### src/rtl/aibcr3aux_osc_sync_pkg.sv
// Shared constants and helpers for the AUX oscillator/control synchroniser bank.
// The elaboration-time range check macro is defined alongside the package.
`ifndef AIBCR3AUX_OSC_SYNC_PKG_SV
`define AIBCR3AUX_OSC_SYNC_PKG_SV

package aibcr3aux_osc_sync_pkg;

  localparam int MIN_WIDTH    = 1;
  localparam int MAX_WIDTH    = 32;
  localparam int MIN_STAGES   = 2;
  localparam int MAX_STAGES   = 4;
  localparam int MAX_FILT_CNT = 255;

  function automatic int clog2(input int value);
    int r;
    r = 0;
    for (int v = value - 1; v > 0; v = v >> 1) begin
      r = r + 1;
    end
    return r;
  endfunction

endpackage

`define AIBCR3AUX_OSC_SYNC_CHECK(label, cond, msg) if (!(cond)) begin : label $error(msg); end

`endif

### src/rtl/aibcr3aux_osc_sync_chan.sv
// One synchroniser channel: scan-stitched sync chain, stability filter and
// rise/fall edge detection on the filtered level.
module aibcr3aux_osc_sync_chan
  import aibcr3aux_osc_sync_pkg::*;
#(
  parameter int   STAGES   = 3,
  parameter int   FILT_CNT = 4,
  parameter logic RST_VAL  = 1'b0
) (
  input  logic CP,
  input  logic CD,
  input  logic D,
  input  logic se_n,
  input  logic si,
  output logic so,
  output logic Q,
  output logic QF,
  output logic RISE,
  output logic FALL
);

  logic [STAGES-1:0] sync_reg;
  logic [STAGES-1:0] sync_next;
  logic              qf_d_reg;

  // Stage 0 takes D or scan-in; every later stage shifts from its neighbour
  // in both modes, which is what makes the chain scannable.
  assign sync_next[0] = se_n ? D : si;
  generate
    for (genvar gi = 1; gi < STAGES; gi++) begin : g_stage
      assign sync_next[gi] = sync_reg[gi-1];
    end
  endgenerate

  always_ff @(posedge CP or posedge CD) begin
    if (CD) begin
      sync_reg <= {STAGES{RST_VAL}};
    end else begin
      sync_reg <= sync_next;
    end
  end

  assign Q  = sync_reg[STAGES-1];
  assign so = sync_reg[STAGES-1];

  generate
    if (FILT_CNT > 0) begin : g_filt
      localparam int             CW       = clog2(FILT_CNT + 1);
      localparam logic [CW-1:0]  CNT_LAST = CW'(FILT_CNT - 1);

      logic [CW-1:0] cnt_reg;
      logic [CW-1:0] cnt_next;
      logic          qf_reg;
      logic          qf_next;

      // Filter state is frozen while shifting so scan does not disturb it.
      always_comb begin
        cnt_next = cnt_reg;
        qf_next  = qf_reg;
        if (se_n) begin
          if (Q == qf_reg) begin
            cnt_next = '0;
          end else if (cnt_reg == CNT_LAST) begin
            qf_next  = Q;
            cnt_next = '0;
          end else begin
            cnt_next = cnt_reg + 1'b1;
          end
        end
      end

      always_ff @(posedge CP or posedge CD) begin
        if (CD) begin
          cnt_reg <= '0;
          qf_reg  <= RST_VAL;
        end else begin
          cnt_reg <= cnt_next;
          qf_reg  <= qf_next;
        end
      end

      assign QF = qf_reg;
    end else begin : g_bypass
      assign QF = Q;
    end
  endgenerate

  always_ff @(posedge CP or posedge CD) begin
    if (CD) begin
      qf_d_reg <= RST_VAL;
    end else if (se_n) begin
      qf_d_reg <= QF;
    end
  end

  assign RISE = se_n &  QF & ~qf_d_reg;
  assign FALL = se_n & ~QF &  qf_d_reg;

endmodule

### src/rtl/aibcr3aux_osc_sync_bank.sv
// Multi-channel synchroniser bank for asynchronous AUX status inputs; all
// channel sync flops form a single scan chain from si to so.
module aibcr3aux_osc_sync_bank
  import aibcr3aux_osc_sync_pkg::*;
#(
  parameter int               WIDTH    = 4,
  parameter int               STAGES   = 3,
  parameter int               FILT_CNT = 4,
  parameter logic [WIDTH-1:0] RST_VAL  = {WIDTH{1'b0}}
) (
  input  logic             CP,
  input  logic             CD,
  input  logic [WIDTH-1:0] D,
  input  logic             se_n,
  input  logic             si,
  output logic             so,
  output logic [WIDTH-1:0] Q,
  output logic [WIDTH-1:0] QF,
  output logic [WIDTH-1:0] RISE,
  output logic [WIDTH-1:0] FALL
);

  `AIBCR3AUX_OSC_SYNC_CHECK(g_chk_width,  (WIDTH >= MIN_WIDTH) && (WIDTH <= MAX_WIDTH),     "WIDTH out of range")
  `AIBCR3AUX_OSC_SYNC_CHECK(g_chk_stages, (STAGES >= MIN_STAGES) && (STAGES <= MAX_STAGES), "STAGES out of range")
  `AIBCR3AUX_OSC_SYNC_CHECK(g_chk_filt,   (FILT_CNT >= 0) && (FILT_CNT <= MAX_FILT_CNT),    "FILT_CNT out of range")

  logic [WIDTH:0] scan_link;

  assign scan_link[0] = si;

  generate
    for (genvar gi = 0; gi < WIDTH; gi++) begin : g_chan
      aibcr3aux_osc_sync_chan #(
        .STAGES   (STAGES),
        .FILT_CNT (FILT_CNT),
        .RST_VAL  (RST_VAL[gi])
      ) u_chan (
        .CP   (CP),
        .CD   (CD),
        .D    (D[gi]),
        .se_n (se_n),
        .si   (scan_link[gi]),
        .so   (scan_link[gi+1]),
        .Q    (Q[gi]),
        .QF   (QF[gi]),
        .RISE (RISE[gi]),
        .FALL (FALL[gi])
      );
    end
  endgenerate

  assign so = scan_link[WIDTH];

endmodule

### config.mk
export PLATFORM = sky130hd
export DESIGN_NAME = aibcr3aux_osc_sync_bank
export DESIGN_NICKNAME = d
export VERILOG_FILES = /design/src/rtl/aibcr3aux_osc_sync_pkg.sv /design/src/rtl/aibcr3aux_osc_sync_chan.sv /design/src/rtl/aibcr3aux_osc_sync_bank.sv
export SDC_FILE = /design/constraint.sdc
export NUM_CORES = 1
export LEC_CHECK = 0
export ABC_AREA = 1
export BUFFER_PORTS_ARGS = -buffer_cell sky130_fd_sc_hd__buf_2
export CAP_MARGIN = 20
export CORE_ASPECT_RATIO = 1.5
export CORE_MARGIN = 1
export CORE_UTILIZATION = 50
export CTS_CLUSTER_DIAMETER = 200
export DETAILED_ROUTE_END_ITERATION = 10
export PLACE_DENSITY = 0.72
export SYNTH_ARGS = -nofsm -noshare
export SYNTH_HDL_FRONTEND = slang
export SYNTH_SLANG_ARGS = --single-unit
### constraint.sdc
create_clock -name CP -period 2.4 [get_ports CP]
set_input_delay 0.48 -clock CP [delete_from_list [all_inputs] [get_ports CP]]
set_output_delay 0.48 -clock CP [all_outputs]
set_load 0.1 [all_outputs]
* After elaboration in Yosys (flattened, before gate mapping)
Index checks and enable logic that the tools add are counted. W data, S select, Z words.
Storage, ports and cells: flip-flop bits (word level) 32, input port bits 8, output and inout port bits 17, word-level logic and storage cells 72
Cells by class: add/sub/neg operators 4, equal/unequal tests 8, mux-type cells 12, bitwise gates (word level) 28, reduce and logical (&&, ||, !) cells 4
Operators by type and width (number):
- $mux W3 | 8
- $and A1 B1 Y1 | 16
- $add A3 B1 Y3 const B | 4
- $eq A3 B2 Y1 const B | 4
- $not A1 Y1 | 12
- $reduce_and A3 Y1 | 4
- $eq A1 B1 Y1 | 4
- $mux W1 | 4

* Logic depth before layout (Yosys ltp)
depth after elaboration 3, depth in mapped cells 5, depth with buffers taken out 5

* By module
From an unflattened synthesis, not the netlist that was laid out.
Unflattened totals: cells, all modules 176, area total of the unflattened synthesis 1551.5 sq um
Modules (own cells, without submodules):
- aibcr3aux_osc_sync_chan | instances 4, cells an instance 44, area each 387.9 sq um, seq. area each 200.2 sq um

* Least setup slack after synthesis
No wires, ideal clock.
path type register to output, start reg g_chan[3].u_chan.sync_reg[2], end out Q[3], data arrival time 1.356 ns, required time 1.920 ns, setup slack 0.564 ns, cell stages (with the launch flop) 2, path buffers 1, cells stage by stage dfrtp_1 -> buf_4
RTL lines:
- from (decl) | line aibcr3aux_osc_sync_chan.sv:22 | logic [STAGES-1:0] sync_reg;
- from (signal assigned) | line aibcr3aux_osc_sync_chan.sv:37 | sync_reg <= {STAGES{RST_VAL}};
- from (signal assigned) | line aibcr3aux_osc_sync_chan.sv:39 | sync_reg <= sync_next;
- to (decl) | line aibcr3aux_osc_sync_bank.sv:17 | output logic [WIDTH-1:0] Q,
No word-level cell between the ends.

* Final worst setup path
start in se_n, end out FALL[2]
Between the ends: longest elaborated chain between the ends 2
RTL lines:
- from (decl) | line aibcr3aux_osc_sync_bank.sv:14 | input logic se_n,
- $and A1 B1 Y1 (2 in series) | line aibcr3aux_osc_sync_chan.sv:97 | assign FALL = se_n & ~QF & qf_d_reg;
- to (decl) | line aibcr3aux_osc_sync_bank.sv:20 | output logic [WIDTH-1:0] FALL
No other way between the ends.

==> impl_metrics.csv <==
group,metric,value,unit
outcome,status,"finished clean",
worst_setup_path,r2r_cells,5,
synthesis,synthesis.nets,185,
floorplan,boundaryPins,25,
final_layout,fillers,228,
final_layout,final_nets,199,
worst_setup_path,reg2reg_from,"g_chan[1].u_chan.g_filt.cnt_reg[0]",
synthesis,syn_avg_cell_area,8.563,um^2
placed_design,dp_slack,0.3072,ns
final_layout,final_util,0.6128,
drt,wl_per_cell,10.84,um
synthesis,synth-edff-count,0,
final_layout,antenna_cells,0,
floorplan,die_x,46.45,um
grt,first_global_vias,1049,
pwr,power_leakage,0.0009159,uW
drt,drtPass1Iterations,4,
worst_setup_path,critical_path_arrival,1.60,ns
timing,finalCritPeriodShare,0.8668,
timing,finalSetupViolCount,0,
clocking,postCtsHoldBufs,0,
grt,grt_overflow,0,
timing,worst_pin_slew,0.4903,ns
drt,via_count,1098,
timing,tns,0,ns
final_layout,fin_cells,225,
clocking,clock_sink_count,32,
floorplan,num_rows,23,
placed_design,gp_congestion,0.7685,
synthesis,netlist_instances,173,
clocking,cts_buffer_depth,2,
clocking,clk_pin_slew,0.06,ns
grt,grt_use_total,0.2014,
timing,period_minus_slack,2.080,ns
placed_design,port_buffers,24,
clocking,root_buffer,"clkbuf_8",
worst_setup_path,crit_path_end_kind,"primary output",
synthesis,ys_ff_latch,32,
timing,rsz0062_at_grt,"false",
worst_setup_path,reg2reg_slack,1.36,ns
worst_setup_path,cp_max_fo,19,
worst_setup_path,required,1.92,ns
drt,drt-total-wl,2439,um
floorplan,start_util,0.5419,
worst_setup_path,start_kind,"input pin",
grt,grt_pass1_wl,4326,um
clocking,cts_resized,0,
floorplan,design.die.area,3189,um^2
clocking,postCtsSetupRepairBufs,0,
min_path,hold_class,"in2async",
timing,final_max_slew_viol_count,0,
timing,hold_viol_final,0,
synthesis,synth_area_leaders,"dfrtp_1, nand2_1, buf_4",
drt,ant_nets,0,
job,maxCapViolations,0,
grt,grt_max_degree,33,
drt,drtIter0Drc,15,
clocking,cts_tree,"done",
synthesis,synth.yosys.seq_area_share,0.5405,
drt,drc_errors,0,
final_layout,stdcell_area,1675,um^2
pwr,ir_worst_vdd,0.7699,mV
grt,antenna_found_initial,0,
placed_design,place_area,1585,um^2
worst_setup_path,crit_path_start,"se_n",
timing,max_slew_margin,0.6754,
synthesis,synth_top_area_cell,"dfrtp_1",
clocking,cts.htree.levels,2,
synthesis,ys_warn_count,0,
timing,finClkSkew,0.003116,ns
worst_setup_path,critical_path_class,"in2out",
floorplan,die_h,68.67,um
clocking,cts_made_buffers,5,
worst_setup_path,timing.rr.end,"g_chan[1].u_chan.g_filt.cnt_reg[1]",
floorplan,core_area,2734,um^2
final_layout,area_growth_syn_to_layout,13.09,%
placed_design,place_hpwl,1748,um
drt,viasPerCell,4.880,
timing,fmax,0.4807,GHz
synthesis,synth_commonest_cells,"nand2_1, dfrtp_1, inv_1",
synthesis,yosysMostFrequentCell,"nand2_1",
synthesis,synth_area,1481,um^2
clocking,clkLatencyLatePin,0.28,ns
synthesis,ys.flop_type,"dfrtp_1",
timing,worst_slack,0.3196,ns
final_layout,drive_gt1_frac,0.1809,
synthesis,ys_async_sr_fraction,1.000,
synthesis,synth_top_area_frac,0.5405,
pwr,power_density,1260,nW/um^2
synthesis,ys_types,14,
placed_design,dp_cells,217,
==> power breakdown <==
group	leakage [uW]	internal (uW)	switching (uW)
Sequential	0.000408	665	101
Combinational	0.000463	213	714
Clock	0.0000455	233	184
==> worst max path at each step <==
| stage | depth (start not counted) | slack (ns) | endpoint |
|---|---|---|---|
| 3_3_place_gp | 4 | 0.36 | FALL[2] |
| 4_1_cts | 4 | 0.30 | FALL[2] |
| 6_report | 4 | 0.32 | FALL[2] |
| 3_5_place_dp | 4 | 0.31 | FALL[1] |
| 5_1_grt | 4 | 0.20 | FALL[1] |
| 2_1_floorplan | 1 | 0.56 | Q[3] |
==> cell type report <==
type                            instances  area (um^2)  area share
Sequential cell                        32        800.8      0.4780
Multi-Input combinational cell        100        456.7      0.2726
Inverter                               21        78.83     0.04705
Clock buffer                            8        90.09     0.05377
Tap cell                               37        46.29     0.02763
Timing Repair Buffer                   27        202.7      0.1210
==> cells in the final DEF (no fill, tap or decap), types with 5 or more instances in the layout <==
master,synthesis,routed
nand2_1,51,51
o21ai_0,7,7
clkbuf_8,0,6
inv_1,20,20
nor2_1,9,9
buf_2,2,20
dfrtp_1,32,32
a21oi_1,5,5
nand3_1,15,15
==> stage by stage <==
step | power (uW) | hold slack [ns]
6_report | 2111 | 0.2628
5_1_grt | 2240 | 0.3211
4_1_cts | 2133 | 0.2723
3_5_place_dp | 1710 | 0.3370
3_3_place_gp | 1675 | 0.3339
2_1_floorplan | 1604 | 0.3312
==> logic make-up after synthesis <==
group	share of synthesized area
flip-flops	0.5405
AO/OA/AOI/OAI	0.05405
buffers and inverters	0.1512
AND/OR/NAND/NOR	0.2204
adder cells (fa/ha/maj)	0.03379
==> worst max-delay path, stage by stage <==
cell and delay (ns):
buf_2 0.28, inv_2 0.22, nor3_1 0.38, buf_12 0.23
==> layer usage <==
layer / GRT usage / share of wire / vias up
met1: 0.1932 / 0.41 / 516
met3: 0.07813 / 0.046 / 4
met5: 0 / 0 / -
met2: 0.3472 / 0.53 / 22
li1: - / - / 556
met4: 0.1213 / 0.014 / 0
Note: power is estimated with default switching activity, not from simulation.
